===== src/rtl/result_uart_tx_pkg.sv =====
// Shared constants and UART FSM encodings for the result UART transmitter.
package result_uart_tx_pkg;

  localparam int DATA_BUS_WIDTH = 24;
  localparam int UART_DATA_BITS = 8;

  typedef enum logic [2:0] {
    S_IDLE   = 3'd0,
    S_START  = 3'd1,
    S_DATA   = 3'd2,
    S_PARITY = 3'd3,
    S_STOP   = 3'd4
  } uart_state_t;

  function automatic logic even_parity(input logic [7:0] b);
    return ^b;
  endfunction

endpackage


===== src/rtl/result_uart_tx_fifo.sv =====
// result_fifo: word FIFO with combinational read port; pointers wrap modulo DEPTH.
module result_fifo #(
  parameter int WIDTH = 24,
  parameter int DEPTH = 8
) (
  input  logic                     clock,
  input  logic                     reset,
  input  logic                     push,
  input  logic                     pop,
  input  logic [WIDTH-1:0]         wdata,
  output logic [WIDTH-1:0]         rdata,
  output logic                     full,
  output logic                     empty,
  output logic [$clog2(DEPTH):0]   count
);

  localparam int PW = $clog2(DEPTH);
  localparam int CW = PW + 1;

  logic [WIDTH-1:0] mem [DEPTH];
  logic [PW-1:0]    wr_ptr;
  logic [PW-1:0]    rd_ptr;
  logic             do_push;
  logic             do_pop;

  assign full    = (count == CW'(DEPTH));
  assign empty   = (count == '0);
  assign do_push = push && !full;
  assign do_pop  = pop && !empty;
  assign rdata   = mem[rd_ptr];

  always_ff @(posedge clock) begin
    if (do_push) begin
      mem[wr_ptr] <= wdata;
    end
  end

  // DEPTH is a power of two, so pointer wrap is the natural binary overflow.
  always_ff @(posedge clock) begin
    if (reset) begin
      wr_ptr <= '0;
      rd_ptr <= '0;
      count  <= '0;
    end else begin
      if (do_push) begin
        wr_ptr <= wr_ptr + 1'b1;
      end
      if (do_pop) begin
        rd_ptr <= rd_ptr + 1'b1;
      end
      case ({do_push, do_pop})
        2'b10:   count <= count + 1'b1;
        2'b01:   count <= count - 1'b1;
        default: count <= count;
      endcase
    end
  end

endmodule


===== src/rtl/result_uart_tx.sv =====
// result_uart_tx: buffers result words and serialises them MS byte first as UART frames.
// Define RESULT_TX_PARITY_EN for 8E1 frames (11 bits); default build sends 8N1 (10 bits).
module result_uart_tx
  import result_uart_tx_pkg::*;
#(
  parameter int DATA_WIDTH   = DATA_BUS_WIDTH,
  parameter int FIFO_DEPTH   = 8,
  parameter int CLKS_PER_BIT = 16
) (
  input  logic                          clock,
  input  logic                          reset,
  input  logic [DATA_WIDTH-1:0]         in_data,
  input  logic                          in_valid,
  output logic                          in_ready,
  output logic                          tx,
  output logic                          busy,
  output logic                          overflow,
  output logic [$clog2(FIFO_DEPTH):0]   fifo_count,
  output uart_state_t                   fsm_state
);

  localparam int NUM_BYTES = DATA_WIDTH / UART_DATA_BITS;
  localparam int BAUD_W    = $clog2(CLKS_PER_BIT);
  localparam int BYTE_W    = (NUM_BYTES > 1) ? $clog2(NUM_BYTES) : 1;
  localparam logic [BAUD_W-1:0] BAUD_LAST = BAUD_W'(CLKS_PER_BIT - 1);
  localparam logic [BYTE_W-1:0] BYTE_LAST = BYTE_W'(NUM_BYTES - 1);

  uart_state_t           state_q, state_d;
  logic [BAUD_W-1:0]     baud_q, baud_d;
  logic [2:0]            bit_q, bit_d;
  logic [BYTE_W-1:0]     byte_q, byte_d;
  logic [DATA_WIDTH-1:0] shreg_q, shreg_d;
  logic                  tx_q, tx_d;
  logic                  overflow_q;

  logic                  push;
  logic                  pop;
  logic                  fifo_full;
  logic                  fifo_empty;
  logic [DATA_WIDTH-1:0] fifo_rdata;
  logic [7:0]            cur_byte;
  logic                  baud_done;

  // Handshake: a word transfers on a rising edge where in_valid && in_ready.
  // in_ready depends only on reset and FIFO fullness, never on in_valid or on a
  // same-cycle pop; a valid word offered while !in_ready is dropped and flagged.
  assign in_ready = !reset && !fifo_full;
  assign push     = in_valid && in_ready;

  result_fifo #(
    .WIDTH (DATA_WIDTH),
    .DEPTH (FIFO_DEPTH)
  ) u_fifo (
    .clock (clock),
    .reset (reset),
    .push  (push),
    .pop   (pop),
    .wdata (in_data),
    .rdata (fifo_rdata),
    .full  (fifo_full),
    .empty (fifo_empty),
    .count (fifo_count)
  );

  assign cur_byte  = shreg_q[DATA_WIDTH-1 -: 8];
  assign baud_done = (baud_q == BAUD_LAST);

  always_ff @(posedge clock) begin
    if (reset) begin
      state_q    <= S_IDLE;
      baud_q     <= '0;
      bit_q      <= '0;
      byte_q     <= '0;
      shreg_q    <= '0;
      tx_q       <= 1'b1;
      overflow_q <= 1'b0;
    end else begin
      state_q <= state_d;
      baud_q  <= baud_d;
      bit_q   <= bit_d;
      byte_q  <= byte_d;
      shreg_q <= shreg_d;
      tx_q    <= tx_d;
      if (in_valid && !in_ready) begin
        overflow_q <= 1'b1;
      end
    end
  end

  // tx_d is the line level for the current state; registering it gives the
  // one-cycle lag between entering START and the falling edge on tx.
  always_comb begin
    state_d = state_q;
    baud_d  = baud_q;
    bit_d   = bit_q;
    byte_d  = byte_q;
    shreg_d = shreg_q;
    tx_d    = 1'b1;
    pop     = 1'b0;
    case (state_q)
      S_IDLE: begin
        if (!fifo_empty) begin
          pop     = 1'b1;
          shreg_d = fifo_rdata;
          byte_d  = '0;
          bit_d   = '0;
          baud_d  = '0;
          state_d = S_START;
        end
      end
      S_START: begin
        tx_d = 1'b0;
        if (baud_done) begin
          baud_d  = '0;
          bit_d   = '0;
          state_d = S_DATA;
        end else begin
          baud_d = baud_q + 1'b1;
        end
      end
      S_DATA: begin
        tx_d = cur_byte[bit_q];
        if (baud_done) begin
          baud_d = '0;
          if (bit_q == 3'd7) begin
`ifdef RESULT_TX_PARITY_EN
            state_d = S_PARITY;
`else
            state_d = S_STOP;
`endif
          end else begin
            bit_d = bit_q + 3'd1;
          end
        end else begin
          baud_d = baud_q + 1'b1;
        end
      end
      S_PARITY: begin
        tx_d = even_parity(cur_byte);
        if (baud_done) begin
          baud_d  = '0;
          state_d = S_STOP;
        end else begin
          baud_d = baud_q + 1'b1;
        end
      end
      S_STOP: begin
        tx_d = 1'b1;
        if (baud_done) begin
          baud_d = '0;
          if (byte_q != BYTE_LAST) begin
            byte_d  = byte_q + 1'b1;
            shreg_d = shreg_q << 8;
            state_d = S_START;
          end else begin
            state_d = S_IDLE;
          end
        end else begin
          baud_d = baud_q + 1'b1;
        end
      end
      default: begin
        state_d = S_IDLE;
      end
    endcase
  end

  assign tx        = tx_q;
  assign overflow  = overflow_q;
  assign busy      = (state_q != S_IDLE) || (fifo_count != '0);
  assign fsm_state = state_q;

endmodule


===== config.mk =====
export PLATFORM = sky130hd
export DESIGN_NAME = result_uart_tx
export DESIGN_NICKNAME = d
export VERILOG_FILES = /design/src/rtl/result_uart_tx_pkg.sv /design/src/rtl/result_uart_tx_fifo.sv /design/src/rtl/result_uart_tx.sv
export SDC_FILE = /design/constraint.sdc
export NUM_CORES = 1
export LEC_CHECK = 0
export CAP_MARGIN = 20
export CORE_ASPECT_RATIO = 1.25
export CORE_MARGIN = 2
export CORE_UTILIZATION = 56
export DETAILED_ROUTE_END_ITERATION = 8
export PLACE_DENSITY_LB_ADDON = 0.25
export SLEW_MARGIN = 40
export SYNTH_ARGS = -nofsm -noshare
export SYNTH_HDL_FRONTEND = slang
export SYNTH_SLANG_ARGS = --single-unit

===== constraint.sdc =====
create_clock -name clock -period 9.5 [get_ports clock]
set_input_delay 1.9 -clock clock [delete_from_list [all_inputs] [get_ports clock]]
set_output_delay 1.9 -clock clock [all_outputs]
set_load 0.005 [all_outputs]

# Yosys cells after proc, flatten, opt, wreduce, memory -nomap -nowiden

Memories as Yosys holds them, arrays and structs flattened. A register that Yosys moved wholly into a read port is not among the register bits.
Cells that the tools add are included.

Bits in registers: 48
Memory bits (writable): 192
Input bits: 27
Output and inout bits: 11
Logic and storage cells: 95
Memories kept: 1

Memory list:

| memory     | depth | width | rd ports | clocked after Yosys merged registers in | write ports | line                      | source |
|---|---|---|---|---|---|---|---|
| u_fifo.mem | 8     | 24    | 1        | 1                                       | 1           | result_uart_tx_fifo.sv:20 | `logic [WIDTH-1:0] mem [DEPTH];` |

$add $sub $neg: 7
Order comparisons: 1
Equality and inequality tests: 18
Multiplexer cells: 34
Reduce and logical (&&, ||, !) cells: 24

Operators by type and width:

| operator                                                                     | count |
|---|---|
| 24-bit two-way mux                                                           | 3 |
| 24-bit case mux with 2 select lines                                          | 1 |
| 3-bit two-way mux                                                            | 12 |
| 2-bit inequality test, second input constant                                 | 9 |
| 4-bit case mux with 2 select lines                                           | 2 |
| 3-bit case mux with 5 select lines                                           | 1 |
| 3-bit by 1-bit adder with 3-bit output, second input constant                | 3 |
| 3-bit case mux with 3 select lines                                           | 1 |
| 4-bit by 1-bit adder with 4-bit output, second input constant                | 2 |
| 4-bit == test, second input constant                                         | 2 |
| 4-bit two-way mux                                                            | 2 |
| 8-bit parity                                                                 | 1 |
| 3-bit by 2-bit == test with 1-bit output, second input constant              | 2 |
| 3-bit == test, second input constant                                         | 2 |
| 1-bit two-way mux                                                            | 6 |
| 2-bit two-way mux                                                            | 3 |
| 6-bit AND reduction                                                          | 1 |
| 2-bit nonzero test                                                           | 3 |
| 3-bit nonzero test                                                           | 2 |
| 1-bit logical AND                                                            | 5 |
| 5-bit AND reduction                                                          | 1 |
| 1-bit logical NOT                                                            | 4 |
| 4-bit logical NOT                                                            | 1 |
| 3-bit by 4-bit less-than comparator with 1-bit output, second input constant | 1 |
| 14 further kinds                                                             | 14 |

# Longest topological paths before layout

Gate-level depths: netlist (run 1).

Depth after elaboration: 7
Mapped depth: 12
Depth with buffers taken out: 10

# Hierarchy

Synthesis (run 1) repeated with hierarchy kept, for this count alone.

Cells, all modules: 570
Area total of the unflattened synthesis: 9,969.6 um2

Modules (own cells, without submodules):

| module         | instances | cells an instance | area each (um2) | seq. area each (um2) |
|---|---|---|---|---|
| result_fifo    | 1         | 351               | 7,985.2         | 6,025.8 |
| result_uart_tx | 1         | 219               | 1,984.4         | 760.7 |

# Worst setup path after synthesis (run 1)

OpenSTA, ideal clock, no wires.

Path type: input to register
Start: input reset
End: memory u_fifo.mem[0][0] (enable)
Setup time: 435 ps
Arrival time: 4,399 ps
Required time: 9,065 ps
Slack: 4,666 ps
Stages on the path: 4
Buffers on the path: 1
Cell sequence: clkbuf_1 > a211oi_1 > nand2b_1 > nor3_1

Cells in the longest elaborated chain, start to end: 6

RTL lines:

| element                                 | line                      | source |
|---|---|---|
| start: declaration                      | result_uart_tx.sv:11      | `input logic reset,` |
| 1-bit logical NOT                       | result_uart_tx.sv:47      | `assign in_ready = !reset && !fifo_full;` |
| 1-bit logical AND                       | result_uart_tx.sv:47      |  |
| 1-bit logical AND                       | result_uart_tx.sv:48      | `assign push = in_valid && in_ready;` |
| 1-bit logical AND                       | result_uart_tx_fifo.sv:28 | `assign do_push = push && !full;` |
| 1-bit two-way mux                       | result_uart_tx_fifo.sv:33 | `if (do_push) begin` |
| 1-bit two-way mux (not written as such) | result_uart_tx_fifo.sv:34 | `mem[wr_ptr] <= wdata;` |
| end: declaration                        | result_uart_tx_fifo.sv:20 |  |

Every way passes these cells.

# Worst setup path after layout (run 1)

Start: input reset
End: output in_ready

Cells in the longest elaborated chain, start to end: 2

RTL lines:

| element           | line                 | source |
|---|---|---|
| 1-bit logical NOT | result_uart_tx.sv:47 |  |
| 1-bit logical AND | result_uart_tx.sv:47 |  |
| end: declaration  | result_uart_tx.sv:14 | `output logic in_ready,` |

Every way passes these cells.

==> results.md, run 1 <==
- Sink Count: 243
- Critical path fanouts, max: 45
- Final Cycle Share: 0.549
- Largest net degree at the start of global routing: 50
- RSZ-0062 raised after global routing: false
- Synth Net Count: about 670
- GRT Util Overall: 0.205
- Critical path launch point: reset
- Main combinational cell family by area after synthesis: multiplexers
- Cts repair resizes: 0
- #FFs+latches synth: roughly 240
- Synth Area in Compound Gates: 0.0796
- Total gr overflow: 0
- Vias per cell: 5.95
- Final hold violation count: 0
- Initial core utilization: 0.566
- Clock transition at the registers of the reported paths: roughly 60 ps
- Gate Count Post-Synth: 632
- Post-synth ARST share: 0
- Hold Crit Class: reg -> reg
- Antenna Violating Nets Remaining: 0
- Max-cap viol count: 0
- P_leak: 0.00357 uW
- Core Area: approximately 0.017 sq mm
- CTS tree: done
- Post-synth top area share: 0.589
- Synth Area in Simple Gates: 0.0597
- Fin. max-slew vios: 0
- Cell area after synthesis: around 0.01 sq mm
- Nets: a little over 700
- Die width: 122 microns
- Initial DRC count: 335
- Htree depth: 1
- Final Skew: 14.8 ps
- Adder-cell share of the synthesized area: 0.0115
- Fraction of layout cells with a size suffix above 1: 0.128
- Mean Syn Cell Area: between 15 and 20 sq um
- Die Y: 152 microns
- Final Core Density: 0.647
- Clock Tree Root: clkbuf_16
- Post-CTS Setup Inserts: 0
- Count of different cell masters after synthesis: 51
- Register area share after synthesis: 0.693
- Synth warn: 0
- Drt drc: 0
- Pwr dens: 266 mW/mm^2
- Placed Cells: between 800 and 900
- Clock Path Buffers: 3
- Fraction of synthesized area in multiplexers: 0.124
- Fmax: 192 MHz
- Hold Path Origin: shreg_q[5]
- CTS Hold Buffers Added: 0
- Main area contributors after synthesis: edfxtp_1, dfxtp_1, mux2i_1
- CP Capture Type: output pin
- Worst-Skew Late Latency: 510 ps
- Global-route wire length before repair: slightly below 30000 microns
- Most frequent cells in the layout: edfxtp_1, mux2i_1, dfxtp_1
- Ys flop type: edfxtp_1
- Non-filler cells, final: 913
- WL final: roughly 19000 microns
- Reg2reg start: fsm_state[2]
- CTS Buf Count: 23
- Slew Limit Headroom: 0.459
- Tot Pwr: a little under 3000 uW
- Final HPWL DP: 10900 microns
- Routed vias: roughly 5400
- Antenna violations before repair: 0
- Fillers: 1233
- Required @ worst endpoint: 7600 ps
- # rows: 54
- Drt first pass iters: 5
- Peak supply drop: 0.161 mV
- IO Pins: 38
- Most common cell after layout, fill and taps aside: edfxtp_1
- WL/cell: 20.6 microns
- CP Class: in -> out
- Vias in the first global route: 5536
- Least-Margin Pin Slew: 810 ps
- Crit start category: primary input
- Die area: 0.0186 sq mm
- Area leader, netlist: edfxtp_1
- Post-Synth XOR/XNOR Area: 0.0125
- GPL Wtd Cong: 0.777
- Area grow syn2layout: 14.2%
- PortBufs: 37
- # setup viols final: 0
- Number of antenna diodes: 0
- Minimum clock period: around 5200 ps
- Setup Total Neg Slack: 0 ps
- Worst path arrival time: approximately 3300 ps
- Status: finished clean
- Post-synth EDFFs: roughly 190
where the power goes:
part / total [uW] / switching, uW / internal, uW
Sequential: 1310 / 70.8 / 1240
Clock: 925 / 380 / 545
Combinational: 738 / 404 / 334
Total: 2970 / 855 / 2110
flip-flops by register name, summed over array words and instances (netlist names), named ones only:
signal	count
byte_q	2
shreg_q	24
baud_q	4
u_fifo.mem	192
u_fifo.wr_ptr	3
tx	1
overflow	1
u_fifo.count	4
fsm_state	3
bit_q	3
u_fifo.rd_ptr	3
final cells by class:
class / instances / area, sq um / area share
inverter: 5 / 18.8 / 0.00168
timing repair buffer: 50 / 484 / 0.0433
tap: 224 / 280 / 0.0251
multi-input combinational: 349 / 2850 / 0.254
sequential: 243 / 6790 / 0.607
clock buffer: 30 / 622 / 0.0556
clock inverter: 12 / 143 / 0.0128
worst max-delay path, cell delays in order:
cell             delay, ps
clkdlybuf4s50_1        460
buf_4                  410
a21oi_1                 80
clkdlybuf4s50_1        460
final timing paths:
check                    end  slack [ps]  depth (start not counted)
max                 in_ready        4290                          4
min reg2reg       shreg_q[5]         470                          1
min               shreg_q[5]         470                          1
max reg2reg  u_fifo.count[2]        6550                         10
logic make-up (layout without fill, tap and decap cells):
kind of cell    count (synthesis)  count (layout)
compound gates                112             112
xor+xnor                       14              14
fa+ha+maj                       9               9
buf+inv                        40              97
flops                         243             243
mux                            97              97
simple gates                  117             117
synth_stat cells (3+ instances only):
| master | instances |
|---|---|
| clkbuf_1 | 17 |
| buf_6 | 4 |
| buf_2 | 8 |
| buf_1 | 5 |
| nor2_1 | 21 |
| nand2b_1 | 8 |
| xor2_1 | 6 |
| nand3_1 | 24 |
| ha_1 | 9 |
| xnor2_1 | 8 |
| o211ai_1 | 3 |
| dfxtp_1 | 51 |
| mux2i_1 | 76 |
| a311oi_1 | 16 |
| o2bb2ai_1 | 8 |
| or3_1 | 3 |
| nor2b_1 | 4 |
| nor3_1 | 10 |
| a22oi_1 | 32 |
| nand2_1 | 31 |
| mux4_2 | 18 |
| inv_1 | 5 |
| o21ai_0 | 10 |
| a21oi_1 | 33 |
| edfxtp_1 | 192 |
through the flow:
step	hold WS, ps	instance area (sq um)	setup WS [ps]
final	466	11200	4290
after global placement	447	10400	4320
after global routing	479	11200	4230
after detailed placement	450	10400	4300
after floorplan	432	9790	4670
after CTS	468	11200	4290
metal layers:
metal / wire, microns / up-vias / GRT usage
li1: - / 2565 / -
met1: 7840 / 2715 / 0.266
met2: 9830 / 123 / 0.348
met3: 742 / 30 / 0.0300
met4: 406 / 0 / 0.0772
met5: 0 / - / 0
(Power assumes the default switching activity.)
==> inputs of run 2 (changes only) <==
==> constraint.sdc (replaced) <==
create_clock -name clock -period 5 [get_ports clock]
set_input_delay 1 -clock clock [delete_from_list [all_inputs] [get_ports clock]]
set_output_delay 1 -clock clock [all_outputs]
set_load 0.005 [all_outputs]
==> results.md, run 2 (synthesized netlist as in run 1, its figures left out) <==
- Status: finished clean
- Largest registers: u_fifo.mem (192), shreg_q (24)
- Initial DRC count: 446
- Worst path arrival time: approximately 2500 ps
- PortBufs: 37
- CP Capture Type: output pin
- Slew Limit Headroom: 0.427
- GPL Wtd Cong: 0.765
- Drt drc: 0
- Critical path fanouts, max: 44
- CP Class: in -> out
- Peak supply drop: 0.260 mV
- Final HPWL DP: approximately 12000 microns
- Fmax: 287 MHz
- Final Core Density: 0.652
- P_leak: 0.00360 uW
- Worst-Skew Late Latency: just over 500 ps
- Htree depth: 1
- Largest register FFs: roughly 190
- Final Skew: 12.1 ps
- Most flop-heavy register: u_fifo.mem
- Nets: 710
- Antenna violations before repair: 0
- Largest net degree at the start of global routing: 45
- WL final: slightly below 20000 microns
- Vias per cell: 6.01
- Most frequent cells in the layout: edfxtp_1, mux2i_1, dfxtp_1
- Max-cap viol count: 0
- CTS Buf Count: 24
- Fin. max-slew vios: 0
- Vias in the first global route: approximately 5600
- # rows: 54
- # setup viols final: 0
- GRT Util Overall: 0.214
- Setup Total Neg Slack: 0 ps
- Required @ worst endpoint: approximately 4000 ps
- Most common cell after layout, fill and taps aside: edfxtp_1
- Cts repair resizes: 0
- Routed vias: around 5500
- Clock Tree Root: clkbuf_16
- Drt first pass iters: 5
- CTS Hold Buffers Added: 0
- Area grow syn2layout: 15.2%
- Final hold violation count: 0
- Crit start category: primary input
- RSZ-0062 raised after global routing: false
- Antenna Violating Nets Remaining: 0
- Minimum clock period: approximately 3500 ps
- Worst hold slack: 471 ps
- Initial core utilization: 0.566
- Die area: 0.0186 sq mm
- Global-route wire length before repair: 30600 microns
- CTS tree: done
- Clock Path Buffers: 3
- Die Y: 152 microns
- Fraction of layout cells with a size suffix above 1: 0.137
- WL/cell: roughly 21 microns
- Post-CTS Setup Inserts: 0
- Fillers: 1236
- Hold Crit Class: reg -> reg
- Clock transition at the registers of the reported paths: roughly 60 ps
- Sink Count: 243
- Core Area: 0.0173 sq mm
- Storage cell area: 0.00679 sq mm
- Final Cycle Share: 0.697
- Multi-input gate area: approximately 0.0029 sq mm
- Die width: 122 microns
- Pwr dens: 511 mW/mm^2
- Number of antenna diodes: 0
- IO Pins: 38
- Total gr overflow: 0
- Least-Margin Pin Slew: 858 ps
run 2: metrics by stage:
step,power (uW),cell area (sq um),setup WS [ps],std cells
after floorplan,3590,9790,1070,632
after global placement,3860,10400,1200,872
after detailed placement,3930,10400,1120,872
after CTS,5780,11300,1530,916
after global routing,6040,11300,1420,916
final,5770,11300,1510,916
run 2: per-layer routing:
layer / GRT usage / vias to the layer above / wire (microns)
met5: 0 / - / 0
met4: 0.0624 / 0 / 496
met3: 0.0319 / 38 / 1140
met2: 0.359 / 183 / 9890
met1: 0.289 / 2723 / 7880
li1: - / 2562 / -
run 2: critical path, stage by stage:
cell	delay [ps]
clkdlybuf4s50_1	510
buf_4	420
a21oi_1	80
clkdlybuf4s50_1	470
run 2: layout make-up:
type	instances	share of cell area
clock buffer	28	0.0573
clock inverter	16	0.0165
inverter	5	0.00166
multi-input combinational	349	0.253
sequential	243	0.602
tap	224	0.0248
timing repair buffer	51	0.0444
run 2: power breakdown:
| part | switching, uW | internal [uW] |
|---|---|---|
| clock network | 729 | 1130 |
| registers | 205 | 2350 |
| logic | 719 | 631 |
run 2: final timing paths:
path	startpoint	endpoint	slack (ps)	cells after the start
min reg2reg	shreg_q[5]	shreg_q[5]	470	1
min	shreg_q[5]	shreg_q[5]	470	1
max	reset	in_ready	1510	4
max reg2reg	u_fifo.count[1]	u_fifo.count[2]	2160	10
==> inputs of run 3 (changes only) <==
--- a/config.mk
+++ b/config.mk
@@ -8,7 +8,7 @@
 export CAP_MARGIN = 20
 export CORE_ASPECT_RATIO = 1.25
 export CORE_MARGIN = 2
-export CORE_UTILIZATION = 56
+export CORE_UTILIZATION = 54
 export DETAILED_ROUTE_END_ITERATION = 8
 export PLACE_DENSITY_LB_ADDON = 0.25
 export SLEW_MARGIN = 40
==> constraint.sdc (replaced) <==
create_clock -name clock -period 2.8 [get_ports clock]
set_input_delay 0.56 -clock clock [delete_from_list [all_inputs] [get_ports clock]]
set_output_delay 0.56 -clock clock [all_outputs]
set_load 0.005 [all_outputs]
==> results.md, run 3 (synthesized netlist as in run 1, its figures left out) <==
- GPL Wtd Cong: about 0.78
- WL/cell: ~21 microns
- Final HPWL DP: 12700 microns
- Placed Area: 0.0106 sq mm
- GRT Util Overall: 0.206
- Tot Pwr: 10500 uW
- Drt drc: 0
- Final hold violation count: 0
- Die width: between 100 and 150 microns
- Least-Margin Pin Slew: between 700 and 800 ps
- CTS tree: done
- Internal power: 7570 uW
- Die area: 0.0192 sq mm
- WL final: around 20000 microns
- Slew Limit Headroom: 0.476
- Initial DRC count: 446
- Total gr overflow: 0
- CTS Hold Buffers Added: 0
- CTS Buf Count: 24
- Required @ worst endpoint: 2240 ps
- Most frequent cells in the layout: edfxtp_1, mux2i_1, dfxtp_1
- # rows: 55
- Worst reg2reg path depth: 10
- Most flop-heavy register: u_fifo.mem
- Antenna Violating Nets Remaining: 0
- Number of antenna diodes: 0
- Clock Tree Root: clkbuf_16
- Nets: 730
- Final Cycle Share: 0.932
- Post-CTS Setup Inserts: 0
- Routed vias: 5678
- Hold depth: 1
- Cts repair resizes: 0
- Status: finished clean
- Most common cell after layout, fill and taps aside: edfxtp_1
- Comb pwr share: 0.247
- Fin area: 0.0115 sq mm
- Clock transition at the registers of the reported paths: around 60 ps
- Max-cap viol count: 0
- Final Core Density: 0.641
- Peak supply drop: roughly 0.56 mV
- Final Skew: 8.80 ps
- Clock Path Buffers: 3
- Worst path arrival time: between 2000 and 2500 ps
- Crit start category: register
- P_leak: 0.00374 uW
- Sink Count: 243
- Antenna violations before repair: 0
- CP Class: reg -> out
- Critical path fanouts, max: 8
- Fin. max-slew vios: 0
- Vias in the first global route: 5760
- Placed Cells: around 900
- CP Capture Type: output pin
- Largest register FFs: around 190
- Global-route wire length before repair: roughly 31000 microns
- Share of total power in the clock network: 0.330
- RSZ-0062 raised after global routing: false
- Fillers: 1242
- Fraction of layout cells with a size suffix above 1: 0.153
- Seq pwr share: 0.423
- Switching pwr: 2940 uW
- Core Area: about 0.018 sq mm
- Fmax: 383 MHz
- # setup viols final: 0
- Area grow syn2layout: 17.5%
- PortBufs: 37
- Largest net degree at the start of global routing: 46
- Largest registers: u_fifo.mem (192), shreg_q (24)
- Initial core utilization: 0.545
- Pwr dens: 913 mW/mm^2
- Worst-Skew Late Latency: 510 ps
- Minimum clock period: about 2600 ps
- Sw Ratio: 0.280
- Non-filler cells, final: 940
- Vias per cell: 6.04
- Hold Crit Class: reg -> reg
- Die Y: 155 microns
- Drt first pass iters: 5
- IO Pins: 38
- Htree depth: 1
run 3: changes by cell type in the layout (fill, tap and decap cells not counted), sizes merged:
| cell | previous run | this run |
|---|---|---|
| buf | 14 | 34 |
| clkinv | 8 | 10 |
| bufinv | 4 | 6 |
| clkinvlp | 4 | 0 |
run 3: cell type report:
type,count,area (sq um),area share
sequential,243,6790,0.590
timing repair buffer,71,701,0.0609
tap,228,285,0.0248
clock buffer,28,637,0.0554
clock inverter,16,223,0.0194
inverter,5,18.8,0.00163
multi-input combinational,349,2850,0.248
run 3: critical path, stage by stage (launching register included):
cell and delay, ps:
dfxtp_1 320, buf_4 160, nor4_1 490, nand2_1 100, clkdlybuf4s50_1 460
run 3: routing by layer:
layer / GRT usage / routed length [microns] / up-vias
li1: - / - / 2620
met1: 0.273 / 8130 / 2878
met2: 0.365 / 10300 / 150
met3: 0.0242 / 851 / 30
met4: 0.0578 / 423 / 0
met5: 0 / 0 / -
run 3: final timing paths:
check	startpoint	end	slack (ps)
hold / removal	shreg_q[0]	shreg_q[0]	460
hold reg to reg	shreg_q[0]	shreg_q[0]	460
setup reg to reg	u_fifo.count[1]	u_fifo.count[2]	260
setup / recovery	u_fifo.count[3]	busy	190
run 3: power groups by stage:
stage	clock network [uW]	logic [uW]	registers, uW
final	3460	2600	4450
after global routing	3660	2850	4470
after CTS	3510	2610	4440
after detailed placement	0	2610	4510
after global placement	0	2530	4500
after floorplan	0	1990	4420
run 3: stage by stage:
| step | setup slack, ps | hold WS [ps] | setup TNS, ps |
|---|---|---|---|
| finish | 190 | 465 | 0 |
| detailed placement | -29.4 | 450 | -29.4 |
| CTS | 182 | 469 | 0 |
| global placement | 12.1 | 446 | 0 |
| global route | 83.5 | 486 | 0 |
| floorplan | -57.1 | 432 | -6220 |
